**src/rtl/decode_stage.sv**
```systemverilog
// RV32I/RV64I decode stage: field/immediate decode, operand read with write-back bypass,
// and a registered valid/ready output slot with load-use bubble insertion and flush.
module decode_stage #(
    parameter int unsigned XLEN     = 32,
    parameter int unsigned RF_DEPTH = 32,
    parameter int unsigned AW       = $clog2(RF_DEPTH)
) (
    input  logic            clk_100MHz,
    input  logic            reset,
    input  logic            flush,
    input  logic            in_valid,
    output logic            in_ready,
    input  logic [31:0]     instruction_in,
    input  logic [XLEN-1:0] pc_in,
    output logic [AW-1:0]   rf_raddr1,
    output logic [AW-1:0]   rf_raddr2,
    input  logic [XLEN-1:0] rf_rdata1,
    input  logic [XLEN-1:0] rf_rdata2,
    input  logic            wb_en,
    input  logic [AW-1:0]   wb_addr,
    input  logic [XLEN-1:0] wb_data,
    output logic            out_valid,
    input  logic            out_ready,
    output logic [XLEN-1:0] out_pc,
    output logic [XLEN-1:0] out_rs1_data,
    output logic [XLEN-1:0] out_rs2_data,
    output logic [4:0]      out_rs1,
    output logic [4:0]      out_rs2,
    output logic [4:0]      out_rd,
    output logic [XLEN-1:0] out_imm,
    output logic [6:0]      out_opcode,
    output logic [2:0]      out_funct3,
    output logic [6:0]      out_funct7,
    output logic [2:0]      out_fmt,
    output logic            out_is_load,
    output logic            out_illegal,
    output logic [31:0]     bubble_count
);

    localparam logic [2:0] FmtR = 3'd0;
    localparam logic [2:0] FmtI = 3'd1;
    localparam logic [2:0] FmtS = 3'd2;
    localparam logic [2:0] FmtB = 3'd3;
    localparam logic [2:0] FmtU = 3'd4;
    localparam logic [2:0] FmtJ = 3'd5;

    localparam logic [6:0] OpLoad    = 7'b0000011;
    localparam logic [6:0] OpMiscMem = 7'b0001111;
    localparam logic [6:0] OpOpImm   = 7'b0010011;
    localparam logic [6:0] OpAuipc   = 7'b0010111;
    localparam logic [6:0] OpStore   = 7'b0100011;
    localparam logic [6:0] OpOp      = 7'b0110011;
    localparam logic [6:0] OpLui     = 7'b0110111;
    localparam logic [6:0] OpBranch  = 7'b1100011;
    localparam logic [6:0] OpJalr    = 7'b1100111;
    localparam logic [6:0] OpJal     = 7'b1101111;
    localparam logic [6:0] OpSystem  = 7'b1110011;

    typedef struct packed {
        logic [XLEN-1:0] pc;
        logic [XLEN-1:0] rs1_data;
        logic [XLEN-1:0] rs2_data;
        logic [4:0]      rs1;
        logic [4:0]      rs2;
        logic [4:0]      rd;
        logic [XLEN-1:0] imm;
        logic [6:0]      opcode;
        logic [2:0]      funct3;
        logic [6:0]      funct7;
        logic [2:0]      fmt;
        logic            is_load;
        logic            illegal;
    } slot_t;

    slot_t       slot_q, slot_d, dec;
    logic        valid_q, valid_d;
    logic [31:0] bubble_q, bubble_d;

    logic [6:0]  opcode;
    logic [4:0]  rs1, rs2;
    logic [2:0]  fmt;
    logic        illegal, is_load;
    logic [31:0] imm32;
    logic        uses_rs1, uses_rs2;
    logic        hazard, accept;

    assign opcode    = instruction_in[6:0];
    assign rs1       = instruction_in[19:15];
    assign rs2       = instruction_in[24:20];
    assign rf_raddr1 = AW'(rs1);
    assign rf_raddr2 = AW'(rs2);

    always_comb begin
        fmt     = FmtI;
        illegal = 1'b0;
        is_load = 1'b0;
        case (opcode)
            OpOp:                                fmt = FmtR;
            OpOpImm, OpJalr, OpSystem, OpMiscMem: fmt = FmtI;
            OpLoad: begin
                fmt     = FmtI;
                is_load = 1'b1;
            end
            OpStore:                             fmt = FmtS;
            OpBranch:                            fmt = FmtB;
            OpLui, OpAuipc:                      fmt = FmtU;
            OpJal:                               fmt = FmtJ;
            default:                             illegal = 1'b1;
        endcase
    end

    always_comb begin
        imm32 = '0;
        if (!illegal) begin
            case (fmt)
                FmtI: imm32 = {{20{instruction_in[31]}}, instruction_in[31:20]};
                FmtS: imm32 = {{20{instruction_in[31]}}, instruction_in[31:25],
                               instruction_in[11:7]};
                FmtB: imm32 = {{19{instruction_in[31]}}, instruction_in[31], instruction_in[7],
                               instruction_in[30:25], instruction_in[11:8], 1'b0};
                FmtU: imm32 = {instruction_in[31:12], 12'b0};
                FmtJ: imm32 = {{11{instruction_in[31]}}, instruction_in[31],
                               instruction_in[19:12], instruction_in[20],
                               instruction_in[30:21], 1'b0};
                default: imm32 = '0;
            endcase
        end
    end

    assign uses_rs1 = (fmt == FmtR) || (fmt == FmtI) || (fmt == FmtS) || (fmt == FmtB);
    assign uses_rs2 = (fmt == FmtR) || (fmt == FmtS) || (fmt == FmtB);

    // x0 reads as zero and is never bypassed; a same-cycle write-back wins over the RF.
    function automatic logic [XLEN-1:0] read_operand(input logic [4:0]      src,
                                                     input logic [XLEN-1:0] rf_data,
                                                     input logic            wen,
                                                     input logic [AW-1:0]   waddr,
                                                     input logic [XLEN-1:0] wdata);
        if (src == 5'd0) begin
            return '0;
        end else if (wen && (waddr == AW'(src))) begin
            return wdata;
        end
        return rf_data;
    endfunction

    always_comb begin
        dec          = '0;
        dec.pc       = pc_in;
        dec.rs1_data = read_operand(rs1, rf_rdata1, wb_en, wb_addr, wb_data);
        dec.rs2_data = read_operand(rs2, rf_rdata2, wb_en, wb_addr, wb_data);
        dec.rs1      = rs1;
        dec.rs2      = rs2;
        dec.rd       = (illegal || fmt == FmtS || fmt == FmtB) ? 5'd0 : instruction_in[11:7];
        dec.imm      = XLEN'($signed(imm32));
        dec.opcode   = opcode;
        dec.funct3   = instruction_in[14:12];
        dec.funct7   = instruction_in[31:25];
        dec.fmt      = fmt;
        dec.is_load  = is_load;
        dec.illegal  = illegal;
    end

    assign hazard = in_valid && valid_q && slot_q.is_load && (slot_q.rd != 5'd0) &&
                    ((uses_rs1 && rs1 == slot_q.rd) || (uses_rs2 && rs2 == slot_q.rd));
    assign in_ready = !flush && !hazard && (!valid_q || out_ready);
    assign accept   = in_valid && in_ready;

    always_comb begin
        slot_d   = slot_q;
        valid_d  = valid_q;
        bubble_d = bubble_q;
        if (flush) begin
            valid_d = 1'b0;
        end else if (accept) begin
            slot_d  = dec;
            valid_d = 1'b1;
        end else if (out_ready) begin
            valid_d = 1'b0;
            // The load drains while its dependent waits: that empty cycle is the bubble.
            if (hazard && (bubble_q != 32'hFFFF_FFFF)) begin
                bubble_d = bubble_q + 32'd1;
            end
        end
    end

    always_ff @(posedge clk_100MHz) begin
        if (reset) begin
            slot_q   <= '0;
            valid_q  <= 1'b0;
            bubble_q <= '0;
        end else begin
            slot_q   <= slot_d;
            valid_q  <= valid_d;
            bubble_q <= bubble_d;
        end
    end

    assign out_valid    = valid_q;
    assign out_pc       = slot_q.pc;
    assign out_rs1_data = slot_q.rs1_data;
    assign out_rs2_data = slot_q.rs2_data;
    assign out_rs1      = slot_q.rs1;
    assign out_rs2      = slot_q.rs2;
    assign out_rd       = slot_q.rd;
    assign out_imm      = slot_q.imm;
    assign out_opcode   = slot_q.opcode;
    assign out_funct3   = slot_q.funct3;
    assign out_funct7   = slot_q.funct7;
    assign out_fmt      = slot_q.fmt;
    assign out_is_load  = slot_q.is_load;
    assign out_illegal  = slot_q.illegal;
    assign bubble_count = bubble_q;

endmodule

```
**config.mk**
```make
export PLATFORM = sky130hd
export DESIGN_NAME = decode_stage
export DESIGN_NICKNAME = d
export VERILOG_FILES = /design/src/rtl/decode_stage.sv
export SDC_FILE = /design/constraint.sdc
export NUM_CORES = 1
export LEC_CHECK = 0
export ABC_AREA = 1
export BUFFER_PORTS_ARGS = -buffer_cell sky130_fd_sc_hd__clkbuf_2
export CORE_AREA = 2 2 172 174
export CTS_CLUSTER_DIAMETER = 60
export DETAILED_ROUTE_END_ITERATION = 10
export DIE_AREA = 0 0 174 176
export GPL_TIMING_DRIVEN = 1
export PLACE_DENSITY_LB_ADDON = 0.1
export SYNTH_ARGS = -nofsm -noshare
export SYNTH_HDL_FRONTEND = slang
export SYNTH_SLANG_ARGS = --single-unit
```
**constraint.sdc**
```tcl
create_clock -name clk_100MHz -period 5.1 [get_ports clk_100MHz]
set_input_delay 0.765 -clock clk_100MHz [delete_from_list [all_inputs] [get_ports clk_100MHz]]
set_output_delay 0.765 -clock clk_100MHz [all_outputs]
set_load 0.02 [all_outputs]
```
### Word level (Yosys, flattened, before mapping)

Cells that the tools add are included.

| storage, ports and cells | value |
|---|---|
| flip-flop bits (word level) | 198 |
| bits in latches | 0 |
| RAM bits | 0 |
| memory bits (read-only) | 0 |
| input bits | 171 |
| output and inout bits | 209 |
| logic and storage cells | 91 |
| memories | 0 |

| cells by class | value |
|---|---|
| add/subtract/negate cells | 1 |
| $mul | 0 |
| div/mod/pow operators | 0 |
| $lt $le $gt $ge | 0 |
| equal/unequal tests | 21 |
| shift-type cells | 0 |
| multiplexer cells | 18 |
| bitwise gates (word level) | 2 |
| reductions and logical operators | 34 |

Operator list:

| cell | count |
|---|---|
| $mux W32 | 7 |
| $pmux W32 S5 | 1 |
| $add A32 B1 Y32 const B | 1 |
| $ne A32 B32 Y1 const B | 1 |
| $eq A7 B7 Y1 const B | 4 |
| $eq A7 B6 Y1 const B | 3 |
| $eq A5 B5 Y1 | 4 |
| $pmux W3 S5 | 1 |
| $eq A7 B5 Y1 const B | 2 |
| $logic_and A1 B1 Y1 | 12 |
| $reduce_or A11 Y1 | 1 |
| $logic_not A5 Y1 | 2 |
| $logic_or A1 B1 Y1 | 9 |
| $mux W1 | 8 |
| $eq A7 B2 Y1 const B | 1 |
| $eq A7 B4 Y1 const B | 1 |
| $eq A3 B2 Y1 const B | 2 |
| $eq A3 B3 Y1 const B | 2 |
| $mux W5 | 1 |
| $reduce_bool A5 Y1 | 1 |
| $reduce_and A4 Y1 | 1 |
| $reduce_or A2 Y1 | 2 |
| $eq A3 B1 Y1 const B | 1 |
| $logic_not A1 Y1 | 3 |
| 4 further kinds | 5 |

### Depth between registers and ports, before layout

| logic depth | value |
|---|---|
| word-level depth | 16 |
| mapped depth | 20 |
| mapped depth without buffers | 18 |

### Least setup slack after synthesis

OpenSTA, ideal clock, no wires.

| timing path | value |
|---|---|
| path kind | in2out |
| start | input port instruction_in[1] |
| end | output port in_ready |
| data arrival time | 2.154 ns |
| required time | 4.335 ns |
| slack | 2.181 ns |
| cell stages on the path | 14 |
| buffers on the path | 0 |
| path through | nand2_1 nor2_1 nand2_1 nand2_1 inv_1 ha_1 nand2_1 nand2_1 nand2_2 nand2_1 nand2_1 nand2_2 nand2_1 inv_1 |

| between the ends | value |
|---|---|
| word-level cells in the longest chain between the ends | 13 |
| elaborated cells on any way between the ends | 24 |
| those cells by class | 9 x eq/ne; 1 x mux; 14 x reduce/logical |

Ends and longest elaborated chain:

| item | RTL line | text |
|---|---|---|
| from (decl) | 13 | `input logic [31:0] instruction_in,` |
| $eq A7 B6 Y1 / $eq A7 B5 Y1 (equally long branches) | 97 | `case (opcode)` |
| $reduce_or A2 Y1 | n/a |  |
| $pmux W3 S5 (*) | 97 |  |
| $eq A3 B1 Y1 / $logic_not A3 Y1 (equally long branches) | 130, 131 |  |
| $logic_or A1 B1 Y1 (3 in series) | 130 | `assign uses_rs1 = (fmt == FmtR) \|\| (fmt == FmtI) \|\| (fmt == FmtS) \|\| (fmt == FmtB);` |
| $logic_and A1 B1 Y1 | 165 | `((uses_rs1 && rs1 == slot_q.rd) \|\| (uses_rs2 && rs2 == slot_q.rd));` |
| $logic_or A1 B1 Y1 (*) | 165 |  |
| $logic_and A1 B1 Y1 (*) | 164 | `assign hazard = in_valid && valid_q && slot_q.is_load && (slot_q.rd != 5'd0) &&` |
| $logic_not A1 Y1 (*) | 166 | `assign in_ready = !flush && !hazard && (!valid_q \|\| out_ready);` |
| $logic_and A1 B1 Y1 (*) (2 in series) | 166 |  |
| to (decl) | 12 | `output logic in_ready,` |

Mark *: on every way between the ends. The rest lies on a longest branch, timed or not.

### Worst setup path after layout

| timing path | value |
|---|---|
| start | input port instruction_in[1] |
| end | register slot_q (netlist bit out_pc[19]) |

| between the ends | value |
|---|---|
| word-level cells in the longest chain between the ends | 15 |
| elaborated cells on any way between the ends | 26 |
| those cells by class | 9 x eq/ne; 1 x mux; 16 x reduce/logical |

Ends and longest elaborated chain:

| item | RTL line | text |
|---|---|---|
| $eq A7 B6 Y1 / $eq A7 B5 Y1 (equally long branches) | 97 |  |
| $reduce_or A2 Y1 | n/a |  |
| $pmux W3 S5 (*) | 97 |  |
| $eq A3 B1 Y1 / $logic_not A3 Y1 (equally long branches) | 130, 131 |  |
| $logic_or A1 B1 Y1 (3 in series) | 130 |  |
| $logic_and A1 B1 Y1 | 165 |  |
| $logic_or A1 B1 Y1 (*) | 165 |  |
| $logic_and A1 B1 Y1 (*) | 164 |  |
| $logic_not A1 Y1 (*) | 166 |  |
| $logic_and A1 B1 Y1 (*) (2 in series) | 166 |  |
| $logic_and A1 B1 Y1 (*) | 167 | `assign accept = in_valid && in_ready;` |
| $reduce_and A2 Y1 (no source line) (*) | n/a |  |
| to (signal assigned) | 193 | `slot_q <= slot_d;` |
| to (decl) | 75 | `slot_t slot_q, slot_d, dec;` |

Marked as above.
A chain may end at the register's enable or synchronous reset.

==> results.txt <==
outcome -> finished clean
DR vias/cell -> 4.888
post-synthesis net count -> 1695
drt pass-1 iters -> 5
clock sink count -> 198
Die Area -> 0.03062 mm²
H-tree levels -> 4
CORE AREA -> 0.02855 mm²
Final GP Congestion -> 0.8787
worst slew pin tran -> 1.182 ns
Comb power frac -> 0.138
post-synthesis sequential area ratio -> 0.3996
wire length per cell -> 16.68 µm
TNS Setup -> 0 ns
Resize count post-CTS -> 0
Initial DRC Count -> 778
synth warn -> 0
# nets final -> 1996
CTS tree -> built
Worst Setup Start Kind -> primary input
RSZ-0062 raised after global routing -> no
Layout Skew -> 0.01303 ns
Synth Instances -> 1522
P_int -> 2.504 mW
VDD IR max -> 0.0001812 V
# setup viols final -> 0
clk root buf -> clkbuf_16
die height -> 176 µm
WS Path Type -> in2reg
IO buf count -> 379
HPWL after detailed placement -> 26210 µm
first-pass GRT wire length -> 58060 µm
crit path cell chain -> clkbuf_2 -> nand2_1 -> nor2_1 -> nand2_1 -> nand2_1 -> inv_1 -> ha_1 -> nand2_1 -> nand2_1 -> nand2_2 -> nand2_1 -> nand2_1 -> nand2_2 -> nand3_4 -> inv_4 -> buf_4 -> nand2_1 -> a21oi_1
max incr delay on CP -> 0.81 ns
# IOs -> 380
Mean Syn Cell Area -> 6.517 µm²
pin count of the biggest net entering global routing -> 172
asr flop ratio synth -> 0
CP required -> 5.46 ns
Initial Util -> 0.3475
critical path fanouts, max -> 107
Flop pwr share -> 0.458
hold crit path type -> reg2reg
Post-synth EDFFs -> 0
initial antenna violation count -> 4
Peak Freq -> 0.2813 GHz
maxcap violations -> 0
fin crit share -> 0.6969
clock share of power -> 0.404
Post-Syn Area -> 0.009920 mm²
Area Overhead vs Synth -> 25.24%
switching pwr -> 1.050 mW
Top FF cell, synth -> dfxtp_1
final cell count without fillers -> 2224
Die W -> 174 µm
CP arrival -> 3.92 ns
vias post-DR -> 10871
Routed WL -> 37100 µm
Num CTS Buffers -> 17
LEAKAGE -> 5.629 nW
Power Density -> 286.1 mW/mm²
leading cell type in the layout, fill and taps excluded -> nand2_1
Hold Vio Cnt, Final -> 0
number of library cell types mapped by synthesis -> 28
post-route DRC violation count -> 0
clk_lat worst skew -> 0.45 ns
crit path time final -> 3.554 ns
slowest CP cell -> inv_4
Worst slew margin -> 0.2101
GRT overflow -> 0
Sw Ratio -> 0.2954
Clock Tree Buf Depth -> 2
crit path capture type -> flip-flop
Final ANT Viol Nets -> 0
Post-CTS Setup Bufs -> 0
vias in the first global route -> 10492
Yosys reg bits -> 198
CTS clk-pin slew, worst paths -> 0.07 ns
share of cells above drive strength 1 -> 0.2369
max-slew violation count -> 0
Cell Rows -> 62
most frequent CP cell -> nand2_1
most frequent cells in the layout -> nand2_1, clkbuf_2, nor2_1
cts hold-fix bufs -> 0
aggregate global-route resource usage -> 0.2385
DP Cell Count -> 2188
[layer usage]
| layer | share of wire | global-route usage | wire length (µm) | vias up |
|---|---|---|---|---|
| met2 | 0.47 | 0.3967 | 17450 | 337 |
| li1 | - | - | - | 5498 |
| met4 | 0.032 | 0.1008 | 1172 | 0 |
| met1 | 0.43 | 0.2885 | 15810 | 4986 |
| met3 | 0.072 | 0.06912 | 2665 | 50 |
| met5 | 0 | 0 | 0 | - |
[flip-flops by register name (all words and copies together), names as in the netlist]
| name | cells |
|---|---|
| out_rs1_data | 32 |
| out_is_load | 1 |
| bubble_count | 32 |
| out_rs2_data | 32 |
| out_funct7 | 7 |
| out_fmt | 3 |
| out_valid | 1 |
| out_funct3 | 3 |
| out_rs2 | 5 |
| out_pc | 32 |
| out_imm | 32 |
| out_rd | 5 |
| out_rs1 | 5 |
| out_opcode | 7 |
| out_illegal | 1 |
[synth_stat cells (all sizes together) (2+ instances only)]
cell,number,area share
xor2,19,0.017
ha,2,0.0025
buf,56,0.042
o22ai,6,0.0038
o21ai,77,0.039
nor3,19,0.010
xnor2,13,0.011
nand3,27,0.014
nor2,223,0.085
nand4,49,0.031
nand3b,4,0.0030
a21oi,201,0.10
inv,60,0.023
dfxtp,198,0.40
nand2,511,0.19
clkbuf,54,0.020
[path summary, 6_finish.rpt]
check	from	to	slack (ns)	depth (start not counted)
worst max-delay path	instruction_in[1]	out_pc[19]	1.55	18
worst min-delay path	out_funct3[1]	out_funct3[1]	0.46	2
worst max register to register	out_rd[1]	out_pc[19]	2.18	10
worst min register to register	out_funct3[1]	out_funct3[1]	0.46	2
[power by group through the flow]
stage	Combinational, mW	Sequential [mW]	Clock [mW]
floorplan	0.237	1.72	0
global placement	0.493	1.66	0
detailed placement	0.494	1.66	0
CTS	0.495	1.63	1.48
global route	0.543	1.63	1.54
finish	0.492	1.63	1.44
[worst max-delay path, delay by kind of cell]
kind | cells | cell delay (ns)
buffers and inverters | 4 | 1.65
AOI/OAI and AO/OA | 1 | 0.16
and+or+nand+nor | 12 | 1.15
adders and majority gates | 1 | 0.15
[per-stage QoR]
stage                     worst slack (ns)  total power [mW]  utilization  cell area (µm²)  hold slack [ns]
after floorplan                      2.181             1.960            -             9920           0.5404
after global routing                 1.171             3.717       0.4352            12420           0.4823
after detailed placement             1.028             2.157       0.4135            11810           0.4546
final                                1.546             3.554       0.4352            12420           0.4644
after global placement               1.126             2.153       0.4135            11810           0.4513
after CTS                            1.500             3.601       0.4348            12410           0.4674
[cells by family after synthesis]
family | count (synthesis) | share of synthesized area
simple gates | 835 | 0.3389
compound gates | 285 | 0.1452
flops | 198 | 0.3996
buf+inv | 170 | 0.08552
xor+xnor | 32 | 0.02825
fa+ha+maj | 2 | 0.002522
[area by class of cell]
class                           instances  area [µm²]
Inverter                               60       227.7
Tap cell                              384       480.5
Sequential cell                       198        3964
Timing Repair Buffer                  392        2013
Clock buffer                           17       425.4
Antenna cell                            4       10.01
Fill cell                            3222       16120
Multi-Input combinational cell       1154        5120
Clock inverter                         15       182.7
Power figures use the tool's default switching activity.
